[config.mk]
export PLATFORM = sky130hd
export DESIGN_NAME = sprite_move_ctrl
export DESIGN_NICKNAME = d
export VERILOG_FILES = /design/src/rtl/sprite_move_ctrl.sv
export SDC_FILE = /design/constraint.sdc
export NUM_CORES = 1
export LEC_CHECK = 0
export ABC_AREA = 1
export CAP_MARGIN = 25
export CORE_AREA = 2 2 113 115
export CTS_CLUSTER_SIZE = 16
export DETAILED_ROUTE_END_ITERATION = 16
export DIE_AREA = 0 0 115 117
export HOLD_SLACK_MARGIN = 0.06
export PLACE_DENSITY = 0.74
export RECOVER_POWER = 25
export SYNTH_ARGS = -nofsm -noshare
export SYNTH_HDL_FRONTEND = slang
export SYNTH_SLANG_ARGS = --single-unit
[constraint.sdc]
create_clock -name clk -period 8 [get_ports clk]
set_clock_uncertainty 0.2 [all_clocks]
set_input_delay 1.2 -clock clk [delete_from_list [all_inputs] [get_ports clk]]
set_output_delay 1.2 -clock clk [all_outputs]
set_load 0.03 [all_outputs]
[src/rtl/sprite_move_ctrl.sv]
// Player sprite controller: synchronises and debounces four buttons, moves the sprite once per frame with screen clamping.
// Optional build macro DIAG_MOVE_EN resolves the x and y axes independently so diagonal moves are allowed.
module sprite_move_ctrl #(
   parameter int SCREEN_W  = 640,
   parameter int SCREEN_H  = 480,
   parameter int SPRITE_W  = 32,
   parameter int SPRITE_H  = 32,
   parameter int START_X   = 304,
   parameter int START_Y   = 224,
   parameter int STEP      = 4,
   parameter int DB_CYCLES = 1000000
) (
   input  logic       clk,
   input  logic       reset,
   input  logic       btn_up,
   input  logic       btn_down,
   input  logic       btn_left,
   input  logic       btn_right,
   input  logic       frame_tick,
   input  logic       freeze,
   output logic [9:0] sprite_x,
   output logic [9:0] sprite_y,
   output logic       moving,
   output logic       start
);

   localparam int CW = $clog2(DB_CYCLES + 1);
   localparam logic [10:0] STEP_W = 11'(STEP);
   localparam logic [10:0] X_MAX  = 11'(SCREEN_W - SPRITE_W);
   localparam logic [10:0] Y_MAX  = 11'(SCREEN_H - SPRITE_H);

   // Button bit order everywhere: [3]=up [2]=down [1]=left [0]=right
   logic [3:0]         btn_raw_s;
   logic [3:0]         sync1_q, sync2_q;
   logic [3:0]         db_q, db_d, db_prev_q;
   logic [3:0][CW-1:0] cnt_q, cnt_d;
   logic               start_q, start_d;
   logic [9:0]         x_q, x_d, y_q, y_d;
   logic               moving_q, moving_d;

   logic               go_up_s, go_dn_s, go_lt_s, go_rt_s;
   logic [10:0]        x_ext_s, y_ext_s, x_sum_s, y_sum_s;
   logic [10:0]        x_left_s, x_right_s, y_up_s, y_down_s;

   assign btn_raw_s = {btn_up, btn_down, btn_left, btn_right};

   always_comb begin
      db_d  = db_q;
      cnt_d = cnt_q;
      for (int i = 0; i < 4; i++) begin
         if (sync2_q[i] != db_q[i]) begin
            if (cnt_q[i] == CW'(DB_CYCLES - 1)) begin
               db_d[i]  = sync2_q[i];
               cnt_d[i] = '0;
            end else begin
               cnt_d[i] = cnt_q[i] + CW'(1);
            end
         end else begin
            cnt_d[i] = '0;
         end
      end
   end

   assign start_d = start_q | (|(db_q & ~db_prev_q));

`ifdef DIAG_MOVE_EN
   assign go_up_s = db_q[3] & ~db_q[2];
   assign go_dn_s = db_q[2] & ~db_q[3];
   assign go_lt_s = db_q[1] & ~db_q[0];
   assign go_rt_s = db_q[0] & ~db_q[1];
`else
   assign go_up_s = db_q[3];
   assign go_dn_s = db_q[2] & ~db_q[3];
   assign go_lt_s = db_q[1] & ~db_q[3] & ~db_q[2];
   assign go_rt_s = db_q[0] & ~db_q[3] & ~db_q[2] & ~db_q[1];
`endif

   // 11-bit arithmetic keeps the clamp comparisons free of wrap-around
   assign x_ext_s   = {1'b0, x_q};
   assign y_ext_s   = {1'b0, y_q};
   assign x_sum_s   = x_ext_s + STEP_W;
   assign y_sum_s   = y_ext_s + STEP_W;
   assign x_left_s  = (x_ext_s < STEP_W) ? 11'd0 : (x_ext_s - STEP_W);
   assign y_up_s    = (y_ext_s < STEP_W) ? 11'd0 : (y_ext_s - STEP_W);
   assign x_right_s = (x_sum_s > X_MAX) ? X_MAX : x_sum_s;
   assign y_down_s  = (y_sum_s > Y_MAX) ? Y_MAX : y_sum_s;

   always_comb begin
      x_d      = x_q;
      y_d      = y_q;
      moving_d = moving_q;
      if (frame_tick) begin
         if (freeze) begin
            moving_d = 1'b0;
         end else begin
            if (go_up_s) begin
               y_d = y_up_s[9:0];
            end else if (go_dn_s) begin
               y_d = y_down_s[9:0];
            end else begin
               y_d = y_q;
            end
            if (go_lt_s) begin
               x_d = x_left_s[9:0];
            end else if (go_rt_s) begin
               x_d = x_right_s[9:0];
            end else begin
               x_d = x_q;
            end
            moving_d = (x_d != x_q) || (y_d != y_q);
         end
      end else begin
         moving_d = moving_q;
      end
   end

   always_ff @(posedge clk or posedge reset) begin
      if (reset) begin
         sync1_q   <= 4'b0000;
         sync2_q   <= 4'b0000;
         db_q      <= 4'b0000;
         db_prev_q <= 4'b0000;
         cnt_q     <= '0;
         start_q   <= 1'b0;
         x_q       <= 10'(START_X);
         y_q       <= 10'(START_Y);
         moving_q  <= 1'b0;
      end else begin
         sync1_q   <= btn_raw_s;
         sync2_q   <= sync1_q;
         db_q      <= db_d;
         db_prev_q <= db_q;
         cnt_q     <= cnt_d;
         start_q   <= start_d;
         x_q       <= x_d;
         y_q       <= y_d;
         moving_q  <= moving_d;
      end
   end

   assign sprite_x = x_q;
   assign sprite_y = y_q;
   assign moving   = moving_q;
   assign start    = start_q;

endmodule
==> impl.org <==
** Outcome
- Result of the run :: finished with violations
- Failing checks :: capacitance limit, slew limit

** Setup path
- Critical path cell sequence :: clkdlybuf4s50_1
- Grouping stages by cell kind, the critical path spends the most delay in buffers and inverters.
- Combined buffer and inverter count along the critical path :: 1
- Arrival @ worst endpoint :: 1790 ps
- Kind of critical path :: flop to output pin
- On the critical path, the stage with the largest delay is an instance of sky130_fd_sc_hd__clkdlybuf4s50_1.
- Setup slack on the worst reg-to-reg path comes out at 5000 ps.
- Critical path's largest stage delay :: 710 ps
- STA puts the critical path data required time at 6600 ps.
- In this run the worst path has a maximum fanout of 10.
- STA classifies the critical path endpoint as an output pin.
- STA classifies the critical path startpoint as a flop.

** Timing
- Final hold violations :: 0
- Setup repair after global routing missed its margin :: no
- For the pin with the worst max-slew slack, the measured transition is 1640 ps.
- Headroom to the max-slew limit came out at -10.2%.
- Setup violations remaining at the end of the flow were counted as 0.
- The worst path meets setup with 4810 ps of slack.
- Accumulated negative setup slack :: 0 ps
- Counting I/O delays and the setup requirement, the final critical path takes 3190 ps.
- Hold is met by 147 ps.
- Dividing the final minimum period by the clock period gives 39.8%.
- Maximum operating frequency :: 0.314 GHz
- Final max-slew violation count :: 36

** Synth
- By area the synthesized netlist is led by sky130_fd_sc_hd__dfrtp_1 (41%), sky130_fd_sc_hd__nand2_1 (11%), sky130_fd_sc_hd__nor2_1 (6.2%).
- The number of different library cells used by synthesis comes to 43.
- Dividing the synthesized area by the synthesized cell count gives 7.57 um2.
- Among all flip-flop cells after synthesis, the most frequent one is sky130_fd_sc_hd__dfrtp_1.
- Post-synthesis instance area :: 0.00680 mm2
- Counting flops and latches in the post-synthesis netlist gives 118.
- Most frequent cells after synthesis :: sky130_fd_sc_hd__nand2_1 (204), sky130_fd_sc_hd__nor2_1 (113), sky130_fd_sc_hd__dfrtp_1 (112)
- Of the synthesized area, sequential elements account for 43.6%.
- The largest total area in the synthesized netlist belongs to sky130_fd_sc_hd__dfrtp_1.
- Synthesis produced a netlist whose cell count is 898.
- During synthesis, Yosys emitted a total of 0 warnings.
- Post-Synthesis Net Count :: 916
- Most instantiated library cell after synthesis :: sky130_fd_sc_hd__nand2_1
- For this run, asynchronously set or reset flops after synthesis account for 100%.
- Number of enable-type register cells in the synthesized netlist :: 0
- After synthesis, the largest area contributor takes up 41.2% of total cell area.

** GRT
- Largest net degree at the start of global routing :: 85
- Antenna violations before repair :: 0
- Remaining global-route overflow :: 0
- Met1 global-route usage :: 31.5%
- The number of global-route vias before repair is 5445.
- GRT Util Overall :: 23.3%
- Most heavily used metal layer in global routing :: met2
- Met2 demand-to-capacity share in global routing :: 36.7%
- The first global-routing pass estimated 24900 um of wire.
- Met3 usage :: 5.05%

** CTS
- Counting every sink on the clock net gives 118.
- Number of setup buffers added after CTS :: 0
- CTS built an H-tree with a depth of 4.
- Worst-skew pair later-pin latency :: 430 ps
- Clock tree from TritonCTS :: yes
- Maximum buffer depth of the clock tree :: 2
- Gates resized during post-CTS repair numbered 0.
- Clock root cell :: sky130_fd_sc_hd__clkbuf_16
- Clock tree synthesis inserted a total of 17 buffers.
- Clock edge transition at the registers on the reported setup and hold paths :: 60 ps
- Hold bufs inserted after CTS :: 0

** Floorplanning
- The die is 115 um wide.
- Initial cell density of the core :: 55.2%
- # IOs :: 30
- Die extent in y :: 117 um
- Area of the core :: 0.0123 mm2
- After floorplanning, the core was divided into 41 placement rows.
- The die covers 0.0135 mm2.

** Place
- After detailed placement, the total cell area comes to 0.00719 mm2.
- Placed cell count :: 1062
- Number of port buffers :: 29
- Worst Setup Slack post-DPL :: 4440 ps
- Detailed placement finished with a half-perimeter wire length of 9930 um.
- RePlAce Congestion :: 0.930

** Route
- Number of remaining DRC errors :: 0
- Vias per cell :: 5.34
- First-iteration detailed-routing DRC count :: 424
- For this block, the routed nets add up to 14400 um of wire.
- The pre-antenna-repair detailed-routing pass consisted of 5 iterations.
- Average detailed-routed wire length per instance :: 13.1 um
- Remaining number of nets flagged by the antenna check after routing :: 0
- Vias after detailed routing :: 5850

** Cells and area
- The finished cells cover 0.00782 mm2.
- Nets@finish :: 950
- Number of standard cells in the final layout excluding fillers :: 1095
- The repair_antennas step left the layout with diodes totalling 0.
- Layout cell share with drive strength beyond 1 :: 10.6%
- Compared with the post-synthesis result, the final layout area differs by 15.1%.

** Pwr
- Power spread over the standard cell area amounts to 229 mW/mm2.
- Static Leakage :: 3.52 nW
- Net switching is 29.5% of the power.
- The worst-case IR drop observed on VDD is 0.147 mV.
- The clock network accounts for 44.6% of the total power.
- The share of total power dissipated in sequential elements is 37.9%.
- Cell internal pwr :: 1.26 mW
- The share of total power dissipated in combinational logic is 17.6%.
- In this run the power spent charging and discharging nets is 0.530 mW.

** Job
- Max-cap violations in this run came to 1.

** Hold path
- The path class of the tightest hold or removal check is flop to flop.
## path summary, 6_finish.rpt
kind / start / end / cells past startpoint
max: sprite_x[4] / sprite_x[4] / 1
max reg2reg: db_q[3] / moving / 14
max in group asynchronous: reset / cnt_q[17] / 4
min reg2reg: sync1_q[2] / sync2_q[2] / 0
min: sync1_q[2] / sync2_q[2] / 0
min in group asynchronous: reset / cnt_q[36] / 2
## sequential cells by signal (all words and copies together) (netlist names)
signal	count
cnt_q	80
sprite_x	10
sprite_y	10
db_prev_q	4
db_q	4
sync1_q	4
sync2_q	4
moving	1
start	1
## placed cells by master, fill, tap and decap left out, types with 9 or more instances in the layout
cell                                n
sky130_fd_sc_hd__inv_1            110
sky130_fd_sc_hd__inv_2             11
sky130_fd_sc_hd__nand2_1          204
sky130_fd_sc_hd__nand3_1           55
sky130_fd_sc_hd__nor2_2            11
sky130_fd_sc_hd__clkdlybuf4s50_1   24
sky130_fd_sc_hd__nor3_1            22
sky130_fd_sc_hd__nor2_1           116
sky130_fd_sc_hd__ha_1              10
sky130_fd_sc_hd__a21oi_1           53
sky130_fd_sc_hd__xor2_1            17
sky130_fd_sc_hd__clkbuf_16         17
sky130_fd_sc_hd__o21ai_0           46
sky130_fd_sc_hd__nand2_2            9
sky130_fd_sc_hd__nand4_1           24
sky130_fd_sc_hd__dfrtp_1          112
## through the flow
step	total power, mW	utilization, %
after floorplan	0.912	-
after global placement	0.996	58.4
after detailed placement	0.999	58.4
after CTS	1.80	63.4
after global routing	1.88	63.5
final	1.79	63.5
## power by group through the flow
stage | logic [mW] | registers [mW] | clock network [mW]
2_1_floorplan | 0.215 | 0.698 | 0
3_3_place_gp | 0.307 | 0.688 | 0
3_5_place_dp | 0.311 | 0.688 | 0
4_1_cts | 0.314 | 0.678 | 0.811
5_1_grt | 0.356 | 0.684 | 0.843
6_report | 0.315 | 0.680 | 0.800
## metal layers
metal | wire, um | part of all wire (%) | up-vias
met5 | 0 | 0 | -
met3 | 659 | 4.6 | 28
met2 | 6520 | 45 | 162
met4 | 318 | 2.2 | 0
met1 | 6870 | 48 | 2666
li1 | - | - | 2994
## logic make-up after synthesis
group                      Yosys count  synth area share [%]
AOI/OAI and AO/OA                  120                  9.30
xor gates and xnor gates            25                  3.22
adders and majority gates           10                  1.84
buffers and inverters              138                  8.12
DFF                                118                  43.6
muxes                                3                 0.497
and+or+nand+nor                    484                  33.5
## area by class of cell
cell class / count / area (um2)
inverter: 122 / 459
fill: 1050 / 4490
clock buffer: 18 / 439
tap: 150 / 188
clock inverter: 14 / 183
multi-input combinational: 642 / 3270
timing repair buffer: 31 / 325
sequential: 118 / 2960
No activity file was read; power rests on OpenSTA's default activity.
